### src/rtl/beat_pkg.sv
// Shared types and constants for the beat decoder.
package beat_pkg;

   typedef enum logic [1:0] {
      IDLE,
      TRACK,
      FAULT
   } state_t;

   // Bit positions within err_cause
   localparam int unsigned ERR_ONEHOT = 0;
   localparam int unsigned ERR_ORDER  = 1;

endpackage

### src/rtl/beat_onehot2bin.sv
// Combinational one-hot to binary index converter with a one-hot validity flag.
module beat_onehot2bin #(
   parameter int unsigned WIDTH = 4
) (
   input  logic [WIDTH-1:0]         onehot,
   output logic [$clog2(WIDTH)-1:0] idx,
   output logic                     is_onehot
);

   localparam int unsigned IW = $clog2(WIDTH);

   // OR of set-bit positions; only meaningful when is_onehot is high
   always_comb begin
      idx = '0;
      for (int unsigned i = 0; i < WIDTH; i++) begin
         if (onehot[i]) begin
            idx = idx | i[IW-1:0];
         end
      end
      is_onehot = $onehot(onehot);
   end

endmodule

### src/rtl/beat_decoder.sv
// Decodes a one-hot timing-beat vector into a beat index, cycle markers and a cycle count.
// Define BEAT_DECODER_RESYNC_EN to allow T==1 to resynchronise out of the fault state.
module beat_decoder
   import beat_pkg::*;
#(
   parameter int unsigned WIDTH = 4,
   parameter int unsigned CNT_W = 8
) (
   input  logic                     clk,
   input  logic                     clr,
   input  logic [WIDTH-1:0]         T,
   output logic [$clog2(WIDTH)-1:0] beat,
   output logic                     beat_vld,
   output logic                     cyc_start,
   output logic                     cyc_end,
   output logic [CNT_W-1:0]         cyc_cnt,
   output logic                     err,
   output logic [1:0]               err_cause
);

   localparam int unsigned IW = $clog2(WIDTH);
   localparam logic [WIDTH-1:0] FIRST_BEAT = WIDTH'(1);
   localparam logic [IW-1:0]    LAST_IDX   = IW'(WIDTH - 1);

   state_t           state_q, state_d;
   logic [WIDTH-1:0] prev_q, prev_d;
   logic [IW-1:0]    beat_q, beat_d;
   logic             beat_vld_q, beat_vld_d;
   logic             cyc_start_q, cyc_start_d;
   logic             cyc_end_q, cyc_end_d;
   logic [CNT_W-1:0] cyc_cnt_q, cyc_cnt_d;
   logic             err_q, err_d;
   logic [1:0]       cause_q, cause_d;

   logic [IW-1:0]    t_idx;
   logic             t_onehot;
   logic [WIDTH-1:0] expect_t;
   logic [1:0]       bad_cause;
   logic             accept;

   beat_onehot2bin #(
      .WIDTH (WIDTH)
   ) u_onehot2bin (
      .onehot    (T),
      .idx       (t_idx),
      .is_onehot (t_onehot)
   );

   // Only legal successor in TRACK is the previous beat rotated left by one
   assign expect_t = {prev_q[WIDTH-2:0], prev_q[WIDTH-1]};

   always_comb begin
      bad_cause = 2'b00;
      if (t_onehot) begin
         bad_cause[ERR_ORDER] = 1'b1;
      end else begin
         bad_cause[ERR_ONEHOT] = 1'b1;
      end
   end

   always_comb begin
      state_d     = state_q;
      prev_d      = prev_q;
      beat_d      = beat_q;
      beat_vld_d  = 1'b0;
      cyc_start_d = 1'b0;
      cyc_end_d   = 1'b0;
      cyc_cnt_d   = cyc_cnt_q;
      cause_d     = cause_q;
      accept      = 1'b0;

      unique case (state_q)
         IDLE: begin
            if (T == FIRST_BEAT) begin
               accept = 1'b1;
            end else if (T != '0) begin
               state_d = FAULT;
               cause_d = cause_q | bad_cause;
            end
         end
         TRACK: begin
            if (T == expect_t) begin
               accept = 1'b1;
            end else begin
               state_d = FAULT;
               cause_d = cause_q | bad_cause;
            end
         end
         FAULT: begin
            if (T == FIRST_BEAT) begin
`ifdef BEAT_DECODER_RESYNC_EN
               accept = 1'b1;
`endif
            end else begin
               cause_d = cause_q | bad_cause;
            end
         end
         default: begin
            state_d = IDLE;
         end
      endcase

      if (accept) begin
         state_d     = TRACK;
         prev_d      = T;
         beat_d      = t_idx;
         beat_vld_d  = 1'b1;
         cyc_start_d = (t_idx == '0);
         cyc_end_d   = (t_idx == LAST_IDX);
         if (t_idx == LAST_IDX) begin
            cyc_cnt_d = cyc_cnt_q + CNT_W'(1);
         end
      end

      err_d = |cause_d;
   end

   always_ff @(posedge clk or posedge clr) begin
      if (clr) begin
         state_q     <= IDLE;
         prev_q      <= '0;
         beat_q      <= '0;
         beat_vld_q  <= 1'b0;
         cyc_start_q <= 1'b0;
         cyc_end_q   <= 1'b0;
         cyc_cnt_q   <= '0;
         err_q       <= 1'b0;
         cause_q     <= 2'b00;
      end else begin
         state_q     <= state_d;
         prev_q      <= prev_d;
         beat_q      <= beat_d;
         beat_vld_q  <= beat_vld_d;
         cyc_start_q <= cyc_start_d;
         cyc_end_q   <= cyc_end_d;
         cyc_cnt_q   <= cyc_cnt_d;
         err_q       <= err_d;
         cause_q     <= cause_d;
      end
   end

   assign beat      = beat_q;
   assign beat_vld  = beat_vld_q;
   assign cyc_start = cyc_start_q;
   assign cyc_end   = cyc_end_q;
   assign cyc_cnt   = cyc_cnt_q;
   assign err       = err_q;
   assign err_cause = cause_q;

endmodule
### config.mk
export PLATFORM = sky130hd
export DESIGN_NAME = beat_decoder
export DESIGN_NICKNAME = d
export VERILOG_FILES = /design/src/rtl/beat_pkg.sv /design/src/rtl/beat_onehot2bin.sv /design/src/rtl/beat_decoder.sv
export SDC_FILE = /design/constraint.sdc
export NUM_CORES = 1
export LEC_CHECK = 0
export ABC_AREA = 1
export CAP_MARGIN = 15
export CORE_ASPECT_RATIO = 0.5
export CORE_MARGIN = 10
export CORE_UTILIZATION = 30
export DETAILED_ROUTE_END_ITERATION = 7
export GPL_TIMING_DRIVEN = 0
export PLACE_DENSITY_LB_ADDON = 0.25
export SKIP_LAST_GASP = 1
export SLEW_MARGIN = 20
export SYNTH_ARGS = -nofsm -noshare
export SYNTH_HDL_FRONTEND = slang
export SYNTH_SLANG_ARGS = --single-unit
### constraint.sdc
create_clock -name clk -period 2.4 [get_ports clk]
set_clock_uncertainty 0.2 [all_clocks]
set_input_delay 0.48 -clock clk [delete_from_list [all_inputs] [get_ports clk]]
set_output_delay 0.48 -clock clk [all_outputs]
set_load 0.05 [all_outputs]
[Yosys cells after proc, flatten, opt, wreduce, memory -nomap -nowiden]
Index checks and enable logic that the tools add are counted.
Cells by class
  add/subtract/negate cells: 4
  equal/unequal tests: 10
  multiplexer cells: 21
  bitwise gates (word level): 1
  reduce and logical (&&, ||, !) cells: 6
Operator list (count)
  $mux W2: 10
  $pmux W2 S3: 2
  $ne A3 B3 Y1 const B: 3
  $add A8 B1 Y8 const B: 1
  $mux W1: 8
  $add A1 B1 Y2: 2
  $eq A2 B2 Y1 const B: 2
  $eq A4 B1 Y1 const B: 1
  $eq A4 B4 Y1: 1
  $logic_not A2 Y1: 2
  $reduce_and A4 Y1: 1
  $reduce_bool A4 Y1: 1
  $add A3 B3 Y3: 1
  $eq A3 B1 Y1 const B: 1
  $eq A2 B1 Y1 const B: 1
  $ne A2 B2 Y1 const B: 1
  $or A2 B2 Y2: 1
  $pmux W1 S2: 1
  $reduce_and A2 Y1: 1
  $reduce_or A2 Y1: 1
Word-level totals
  register bits after elaboration: 22
  output and inout port bits: 16

[Depth between registers and ports, before layout]
Gate-level depths: netlist of run 1.
  word-level depth: 9
  depth in mapped cells: 11

[Hierarchy]
Synthesis of run 1 repeated with hierarchy kept, for this count alone.
Second synthesis, totals
  cells, all modules: 152
  area total of the unflattened synthesis: 1197.4 um^2
By module, submodules not included
  beat_decoder: instances 1, cells an instance 139, area an instance 1112.3 um^2, seq. area each 550.5 um^2
  beat_onehot2bin: instances 1, cells an instance 13, area an instance 85.1 um^2, seq. area each 0.0 um^2

[Least setup slack after synthesis of run 1]
Ideal clock, no wire load.
  path kind: input port to flip-flop
  start: input port T[0]
  end: register err_q (netlist: err)
  library setup time: 0.125 ns
  arrival: 1.875 ns
  setup slack: 0.200 ns
  stages: 11
  buffers on the path: 0
  cells stage by stage: inv_1 -> ha_1 -> ha_1 -> fa_1 -> inv_1 -> nand4_1 -> nor2_1 -> nor2_1 -> nand2_1 -> inv_1 -> nand3_1
Between the ends
  word-level cells in the longest chain between the ends: 9
  elaborated cells between the ends (all ways): 15
  classes of those cells: 2 x add/sub; 3 x eq/ne; 7 x mux; 1 x bitwise; 2 x reduce/logical
RTL lines
  start: declaration: line beat_decoder.sv:11  | input logic [WIDTH-1:0] T,
  $add A1 B1 Y2 (not written as such): line beat_onehot2bin.sv:20  | is_onehot = $onehot(onehot);
  $add A3 B3 Y3 (not written as such): line beat_onehot2bin.sv:20
  $eq A3 B1 Y1: line beat_onehot2bin.sv:20
  $mux W1: line beat_decoder.sv:54  | if (t_onehot) begin
  $or A2 B2 Y2: line beat_decoder.sv:78, beat_decoder.sv:86, beat_decoder.sv:95
  $mux W2: line beat_decoder.sv:76  | end else if (T != '0) begin
  $mux W2: line beat_decoder.sv:74  | if (T == FIRST_BEAT) begin
  $pmux W2 S3 (*): line beat_decoder.sv:72  | unique case (state_q)
  net cause_d[1]: line beat_decoder.sv:33  | logic [1:0] cause_q, cause_d;
  $reduce_or A2 Y1 (*): line beat_decoder.sv:115  | err_d = |cause_d;
  net err_d: line beat_decoder.sv:32  | logic err_q, err_d;
  end signal: assignment: line beat_decoder.sv:137  | err_q <= err_d;
  end: declaration: line beat_decoder.sv:32
The timed path passes the listed nets; every way through them passes the cells marked *.
A chain may end at the register's enable or synchronous reset.

[Worst setup path in the final report of run 1]
  start: input port T[3]
  end: register err_q (netlist: err)
Same word-level chain as after synthesis.

==> impl_summary.log, run 1 <==
INFO  metric hpwlAfterDp = between 1.5 and 2 mm
INFO  metric final_antenna_net_count = 0
INFO  metric timing.critical_path.arrival = 2230 ps
INFO  metric synth_area_per_cell = 7.87 sq um
INFO  metric detail_route.drc_violations = 0
INFO  metric routed_wl = approximately 2.5 mm
INFO  metric layout-area-overhead-vs-synth = 27.5%
INFO  metric synth_largest_type_area_fraction = 44.6%
INFO  metric number_of_h_tree_levels = 1
INFO  metric chipHeight = roughly 65 um
INFO  metric wire_per_inst = 10.5 um
INFO  metric first_pass_grt_wire_length = 4.20 mm
INFO  metric busiest_layer = met2
INFO  metric cts_hold_repair.buffers = 0
INFO  metric critPathRequiredTime = between 2000 and 2500 ps
INFO  metric synthesized_flop_and_latch_total = 22
INFO  metric seqPwrFrac = between 40% and 50%
INFO  metric finalCoreUtilization = 40.1%
INFO  metric max_cap_viol_count = 0
INFO  metric hold_path_depth = 2
INFO  metric ff2ff_path_depth = 7
INFO  metric grt_pass1_vias = 952
INFO  metric p_int = 0.000615 W
INFO  metric grt_util_met1 = 7.56%
INFO  metric grtUsageMet2 = between 10% and 20%
INFO  metric syn-instance-count = 157
INFO  metric starting_density = 31.5%
INFO  metric switching_share = 21.4%
INFO  metric yosys.cell_count.top_type = nand2_1
INFO  metric clockBufferDepth = 2
INFO  metric antenna_found_initial = 0
INFO  metric cts_tree = built
INFO  metric synthDominantAreaCellType = dfrtp_1
INFO  metric run_status = completed
INFO  metric fmaxAchievable = between 400 and 500 MHz
INFO  metric number_of_buffers_added_by_the_clock_tree_synthesis_step = 3
INFO  metric cp-end-kind = flip-flop
INFO  metric die_area = around 7200 sq um
INFO  metric core_region_area = 3920 sq um
INFO  metric drt-initial-drc-count = 41
INFO  metric worstPathCellList = clkdlybuf4s15_1 > inv_2 > ha_1 > ha_1 > fa_1 > inv_1 > nand4_1 > nor2_1 > nor2_1 > nand2_1 > inv_1 > nand3_1
INFO  metric critPathTopFamily = adder cells
INFO  metric worst_setup_hold_path_clk_slew = 80 ps
INFO  metric timing_hold_violations_final = 0
INFO  metric use_met3 = 2.90%
INFO  metric clock_latency = 260 ps
INFO  metric filler_cell_count = 422
INFO  metric final_net_count = 197
INFO  metric final.min_clock_period = between 2000 and 2500 ps
INFO  metric critical_path_start_type = input pin
INFO  metric crit_slowest_cell = fa_1
INFO  metric mappedNetlistNets = approximately 170
INFO  metric synth_flop_cell = dfrtp_1
INFO  metric switching_power = 0.000167 W
INFO  metric groute.usage.overall = 6.96%
INFO  metric final-max-slew-violation-count = 0
INFO  metric cts.sinks = 22
INFO  metric postSynth.asyncResetShare = 100%
INFO  metric placement.cell_area = 1510 sq um
INFO  metric core.rowCount = 16
INFO  metric drive_above_1_share = under 10%
INFO  metric post-route-period-util = between 90% and 100%
INFO  metric vias_per_cell = 4.16
INFO  metric yosys-top-cells-area = dfrtp_1 45%, nand2_1 18%, ha_1 7.1%
INFO  metric gp_congestion = 0.766
INFO  metric critPathBufInv = 4
INFO  metric pin_count = 22
INFO  metric largest_net_degree_at_the_start_of_global_routing = 23
INFO  metric power.leakage = 0.831 nW
INFO  metric fp.dieW = 111 um
INFO  metric tightest_slew = 875 ps
INFO  metric yosysUniqueCellTypes = 20
INFO  metric report.final.setup_viol = 0
INFO  metric worst-path-stages = 12
INFO  metric grt_setup_unrepaired = no
INFO  metric antenna-diode-count = 0
INFO  metric global_route.overflow_total = 0
INFO  metric power_density = just under 500 nW/um^2
INFO  metric vias = 981
INFO  metric hp-class = flip-flop to flip-flop
INFO  metric timing.critical_path.slowest_cell_delay = 470 ps
INFO  metric timing.slew.headroom = 41.6%
INFO  metric count_of_warnings_emitted_by_yosys = 0
INFO  metric seq_area_frac_synth = 44.6%
INFO  metric layout.cell_area.non_filler = 1570 sq um
INFO  metric timing.setup.critical_path_class = input pin to flip-flop
INFO  metric io_buffer_count = 21
INFO  metric syn-cell-area = 1230 sq um
INFO  metric synth_commonest_cells = 60 x nand2_1, 23 x inv_1, 22 x dfrtp_1, 13 x nand3_1, 7 x ha_1
INFO  metric critical_path.max_fanout = 5
INFO  metric ir_worst_vdd = 185 uV
INFO  metric power_frac_clock = 44.6%
INFO  metric synth-edff-count = 0
INFO  metric first_pass_iters = 4
INFO  metric part_of_the_power_in_combinational_logic = 8.1%
INFO  metric clk_root_buffer_cell = clkbuf_8
worst reg2reg max path, delay by kind of cell, from the launching register on:
| kind | cells | cell delay (ps) |
|---|---|---|
| buf+inv | 1 | 80 |
| simple gates | 6 | 730 |
| flops | 1 | 390 |
per-layer routing:
layer / up-vias / routed length, um
met5: - / 0
li1: 531 / -
met3: 2 / 128
met4: 0 / 27
met2: 11 / 1190
met1: 437 / 1140
state kept, by name, summed over array words and instances (netlist names):
signal	count
cyc_cnt	8
prev_q	4
beat	2
err_cause	2
state_q	2
beat_vld	1
cyc_end	1
cyc_start	1
err	1
power groups by stage:
| stage | Clock [W] | Sequential (W) | Combinational, W |
|---|---|---|---|
| after floorplan | 0 | 0.000378 | 0.0000441 |
| after global routing | 0.000372 | 0.000370 | 0.0000748 |
| after detailed placement | 0 | 0.000378 | 0.0000666 |
| after CTS | 0.000360 | 0.000370 | 0.0000645 |
| after global placement | 0 | 0.000378 | 0.0000660 |
| final | 0.000349 | 0.000370 | 0.0000630 |
cells in the final DEF (no fill, tap or decap), drive strengths merged:
cell / count
buf: 2
bufinv: 1
clkbuf: 5
clkdlybuf4s15: 2
clkdlybuf4s50: 17
dfrtp: 22
fa: 1
ha: 7
inv: 25
nand2: 62
nand3: 14
nand3b: 2
nand4: 3
nor2: 8
nor3: 1
o21ai: 5
o22ai: 1
xnor2: 2
xor2: 2
cells by family (layout without fill, tap and decap cells):
family | Yosys count | after routing | share of synthesized area [%]
adders and majority gates | 8 | 8 | 8.71
xor gates and xnor gates | 4 | 4 | 2.84
and+or+nand+nor | 90 | 90 | 31.9
DFF | 22 | 22 | 44.6
buffers and inverters | 27 | 52 | 9.42
AOI/OAI and AO/OA | 6 | 6 | 2.53
repair_timing:
item | CTS | global route
resized for setup | 4 | 6
setup endpoints to repair | 3 | 1
buffers inserted | 0 | 0
per-stage QoR:
stage / hold slack, ps / power (W) / cells / setup WS [ps] / TNS (ps)
global placement: 260 / 0.000444 / 232 / -498 / -1590
floorplan: 269 / 0.000422 / 157 / 200 / 0
global route: 312 / 0.000817 / 236 / 24.9 / 0
finish: 279 / 0.000782 / 236 / 126 / 0
detailed placement: 267 / 0.000444 / 232 / -504 / -1640
CTS: 288 / 0.000795 / 236 / 44.8 / 0
final cells by class:
| type | instances | area [sq um] | share of cell area, % |
|---|---|---|---|
| well taps | 54 | 67.6 | 4.29 |
| multi-input cells | 108 | 568 | 36.1 |
| repair buffers | 21 | 200 | 12.7 |
| flip-flops and latches | 22 | 551 | 35.0 |
| plain buffers | 2 | 22.5 | 1.43 |
| clock buffers | 3 | 41.3 | 2.62 |
| inverters | 25 | 93.8 | 5.96 |
| clock inverters | 1 | 30.0 | 1.91 |
final timing paths:
kind	endpoint	startpoint	slack, ps
min reg2reg	beat[0]	beat[0]	280
max	err	T[3]	130
min in group asynchronous	prev_q[2]	clr	490
max reg2reg	cyc_cnt[2]	state_q[0]	900
max in group asynchronous	err_cause[0]	clr	970
min	beat[0]	beat[0]	280
Power figures use the tool's default switching activity.
==> inputs of run 2 (changes only) <==
--- a/config.mk
+++ b/config.mk
@@ -9,10 +9,12 @@
 export CAP_MARGIN = 15
 export CORE_ASPECT_RATIO = 0.5
 export CORE_MARGIN = 10
-export CORE_UTILIZATION = 30
+export CORE_UTILIZATION = 42
 export DETAILED_ROUTE_END_ITERATION = 7
 export GPL_TIMING_DRIVEN = 0
+export MAX_ROUTING_LAYER = met4
 export PLACE_DENSITY_LB_ADDON = 0.25
+export SETUP_SLACK_MARGIN = 0.2
 export SKIP_LAST_GASP = 1
 export SLEW_MARGIN = 20
 export SYNTH_ARGS = -nofsm -noshare
==> impl_summary.log, run 2 (synthesis gave the netlist of run 1 again) <==
INFO  metric first_pass_grt_wire_length = 4.34 mm (+3.5%)
INFO  metric layout-area-overhead-vs-synth = 24.0%
INFO  metric drive_above_1_share = 9.89% (+1.1 points)
INFO  metric power_density = 459 nW/um^2 (-7.7%)
INFO  metric antenna_found_initial = 0 (unchanged)
INFO  metric timing.critical_path.arrival = 2090 ps (-140 ps)
INFO  metric final_net_count = 197 (unchanged)
INFO  metric groute.usage.overall = 9.47% (+2.5 points)
INFO  metric drt-initial-drc-count = 44 (+7.3%)
INFO  metric grt_pass1_vias = 1002 (+5.3%)
INFO  metric clockBufferDepth = 2 (unchanged)
INFO  metric p_int = 0.000537 W (-13%)
INFO  metric hp-class = flip-flop to flip-flop
INFO  metric final.min_clock_period = 2140 ps (-135 ps)
INFO  metric tightest_slew = 859 ps (-16.7 ps)
INFO  metric cp-end-kind = flip-flop
INFO  metric final-instance-count-excl-fill = 219 (-7.2%)
INFO  metric critPathRequiredTime = 2360 ps (about the same)
INFO  metric routed_wl = 2.54 mm (+2.1%)
INFO  metric global_route.overflow_total = 0 (unchanged)
INFO  metric report.final.setup_viol = 0 (unchanged)
INFO  metric final.setup.tns = 0 ps (unchanged)
INFO  metric power.leakage = 0.917 nW (+10%)
INFO  metric dp.cells = 215 (-7.3%)
INFO  metric final_antenna_net_count = 0 (unchanged)
INFO  metric ir_worst_vdd = 222 uV (+20%)
INFO  metric fmaxAchievable = 468 MHz (+6.3%)
INFO  metric worst_setup_hold_path_clk_slew = 80 ps (about the same)
INFO  metric post-cts-setup-buffer-count = 0 (unchanged)
INFO  metric run_status = completed
INFO  metric vias = 1012 (+3.2%)
INFO  metric cts_hold_repair.buffers = 0 (unchanged)
INFO  metric seqPwrFrac = 52.7% (+5.3 points)
INFO  metric detail_route.drc_violations = 0 (unchanged)
INFO  metric first_pass_iters = 4 (unchanged)
INFO  metric io_buffer_count = 21 (unchanged)
INFO  metric worst_r2r_startpoint = prev_q[0]
INFO  metric chipHeight = 58.3 um (-11%)
INFO  metric wire_per_inst = 11.6 um (+10%)
INFO  metric cts_repair_resize_count = 15 (+11)
INFO  metric layout.cells.most_common_list = 60 x nand2_1, 23 x inv_1, 22 x dfrtp_1
INFO  metric gp_congestion = 0.773 (+0.95%)
INFO  metric critical_path_start_type = input pin
INFO  metric hpwlAfterDp = 1.90 mm (-1.3%)
INFO  metric clk_root_buffer_cell = clkbuf_8
INFO  metric number_of_buffers_added_by_the_clock_tree_synthesis_step = 3 (unchanged)
INFO  metric grt_setup_unrepaired = yes
INFO  metric cts.sinks = 22 (unchanged)
INFO  metric max_cap_viol_count = 0 (unchanged)
INFO  metric die_area = 5640 sq um (-22%)
INFO  metric core.rowCount = 13 (-3)
INFO  metric largest_net_degree_at_the_start_of_global_routing = 23 (unchanged)
INFO  metric timing_hold_violations_final = 0 (unchanged)
INFO  metric largest_register_ff_count = 8 (unchanged)
INFO  metric fp.dieW = 96.7 um (-13%)
INFO  metric timing.slew.headroom = 42.7% (+1.1 points)
INFO  metric starting_density = 45.7% (+14 points)
INFO  metric part_of_the_power_in_combinational_logic = 8.8% (+0.7 points)
INFO  metric switching_share = 23.5% (+2.1 points)
INFO  metric antenna-diode-count = 0 (unchanged)
INFO  metric filler_cell_count = 263 (-38%)
INFO  metric pin_count = 22 (unchanged)
INFO  metric cts_tree = built
INFO  metric number_of_h_tree_levels = 1 (unchanged)
INFO  metric layout.cells.most_common = nand2_1
INFO  metric final-max-slew-violation-count = 0 (unchanged)
INFO  metric post-route-period-util = 89.1% (-5.6 points)
INFO  metric critical_path.startpoint = T[0]
INFO  metric clock_latency = 260 ps (about the same)
INFO  metric critical_path.max_fanout = 5 (unchanged)
INFO  metric power_frac_clock = 38.5% (-6.1 points)
INFO  metric vias_per_cell = 4.62 (+11%)
INFO  metric timing.hold.worst.start = err_cause[0]
INFO  metric switching_power = 0.000165 W (-1.2%)
INFO  metric timing.setup.critical_path_class = input pin to flip-flop
INFO  metric core_region_area = 2700 sq um (-31%)
## run 2: cell count changes in the layout (fill, tap and decap cells not counted), sizes merged
cell,change
clkdlybuf4s50,-8
clkdlybuf4s15,-2
buf,+3
dlymetal6s2s,+4
bufinv,-1
dlygate4sd2,+4
## run 2: final cells by class
cell class | count | area (sq um) | share of cell area [%]
tap | 37 | 46.3 | 3.02
timing repair buffer | 21 | 195 | 12.7
inverter | 25 | 93.8 | 6.13
buffer | 2 | 22.5 | 1.47
multi-input combinational | 108 | 568 | 37.1
sequential | 22 | 551 | 35.9
clock buffer | 4 | 55.1 | 3.59
## run 2: path summary, 6_finish.rpt
kind,endpoint,slack [ps],cells past startpoint
setup / recovery,err,260,12
hold / removal,err_cause[0],280,2
setup reg to reg,cyc_cnt[3],890,9
hold reg to reg,err_cause[0],280,2
max in group asynchronous,cyc_cnt[7],980,2
min in group asynchronous,prev_q[1],500,2
## run 2: power groups by stage
stage          Sequential [W]  Clock [W]  Combinational [W]
2_1_floorplan        0.000378          0          0.0000441
3_3_place_gp         0.000378          0          0.0000651
3_5_place_dp         0.000378          0          0.0000655
4_1_cts              0.000370   0.000280          0.0000656
5_1_grt              0.000370   0.000297          0.0000732
6_report             0.000370   0.000270          0.0000620
## run 2: metrics by stage
| step | hold slack (ps) | total power [W] | worst slack, ps | area [sq um] | util, % |
|---|---|---|---|---|---|
| after floorplan | 269 | 0.000422 | 200 | 1230 | - |
| after global placement | 257 | 0.000443 | -477 | 1490 | 55.2 |
| after detailed placement | 265 | 0.000443 | -481 | 1490 | 55.2 |
| after CTS | 285 | 0.000716 | 149 | 1550 | 57.2 |
| after global routing | 312 | 0.000741 | 178 | 1530 | 56.7 |
| final | 279 | 0.000702 | 261 | 1530 | 56.7 |
## run 2: worst max-delay path, cell delays in order
cell and delay [ps]:
buf_2 130, inv_1 60, ha_1 290, ha_1 210
fa_1 480, inv_1 50, nand4_1 90, nor2_1 50
nor2_1 80, nand2_1 70, inv_1 50, nand3_1 50
## run 2: per-layer routing
metal | wire (um) | vias up | part of all wire, % | global-route usage, %
li1 | - | 531 | - | -
met3 | 95 | 2 | 3.7 | 2.91
met2 | 1260 | 11 | 50 | 17.2
met4 | 29 | 0 | 1.1 | 3.76
met5 | 0 | - | 0 | -
met1 | 1150 | 468 | 45 | 9.57
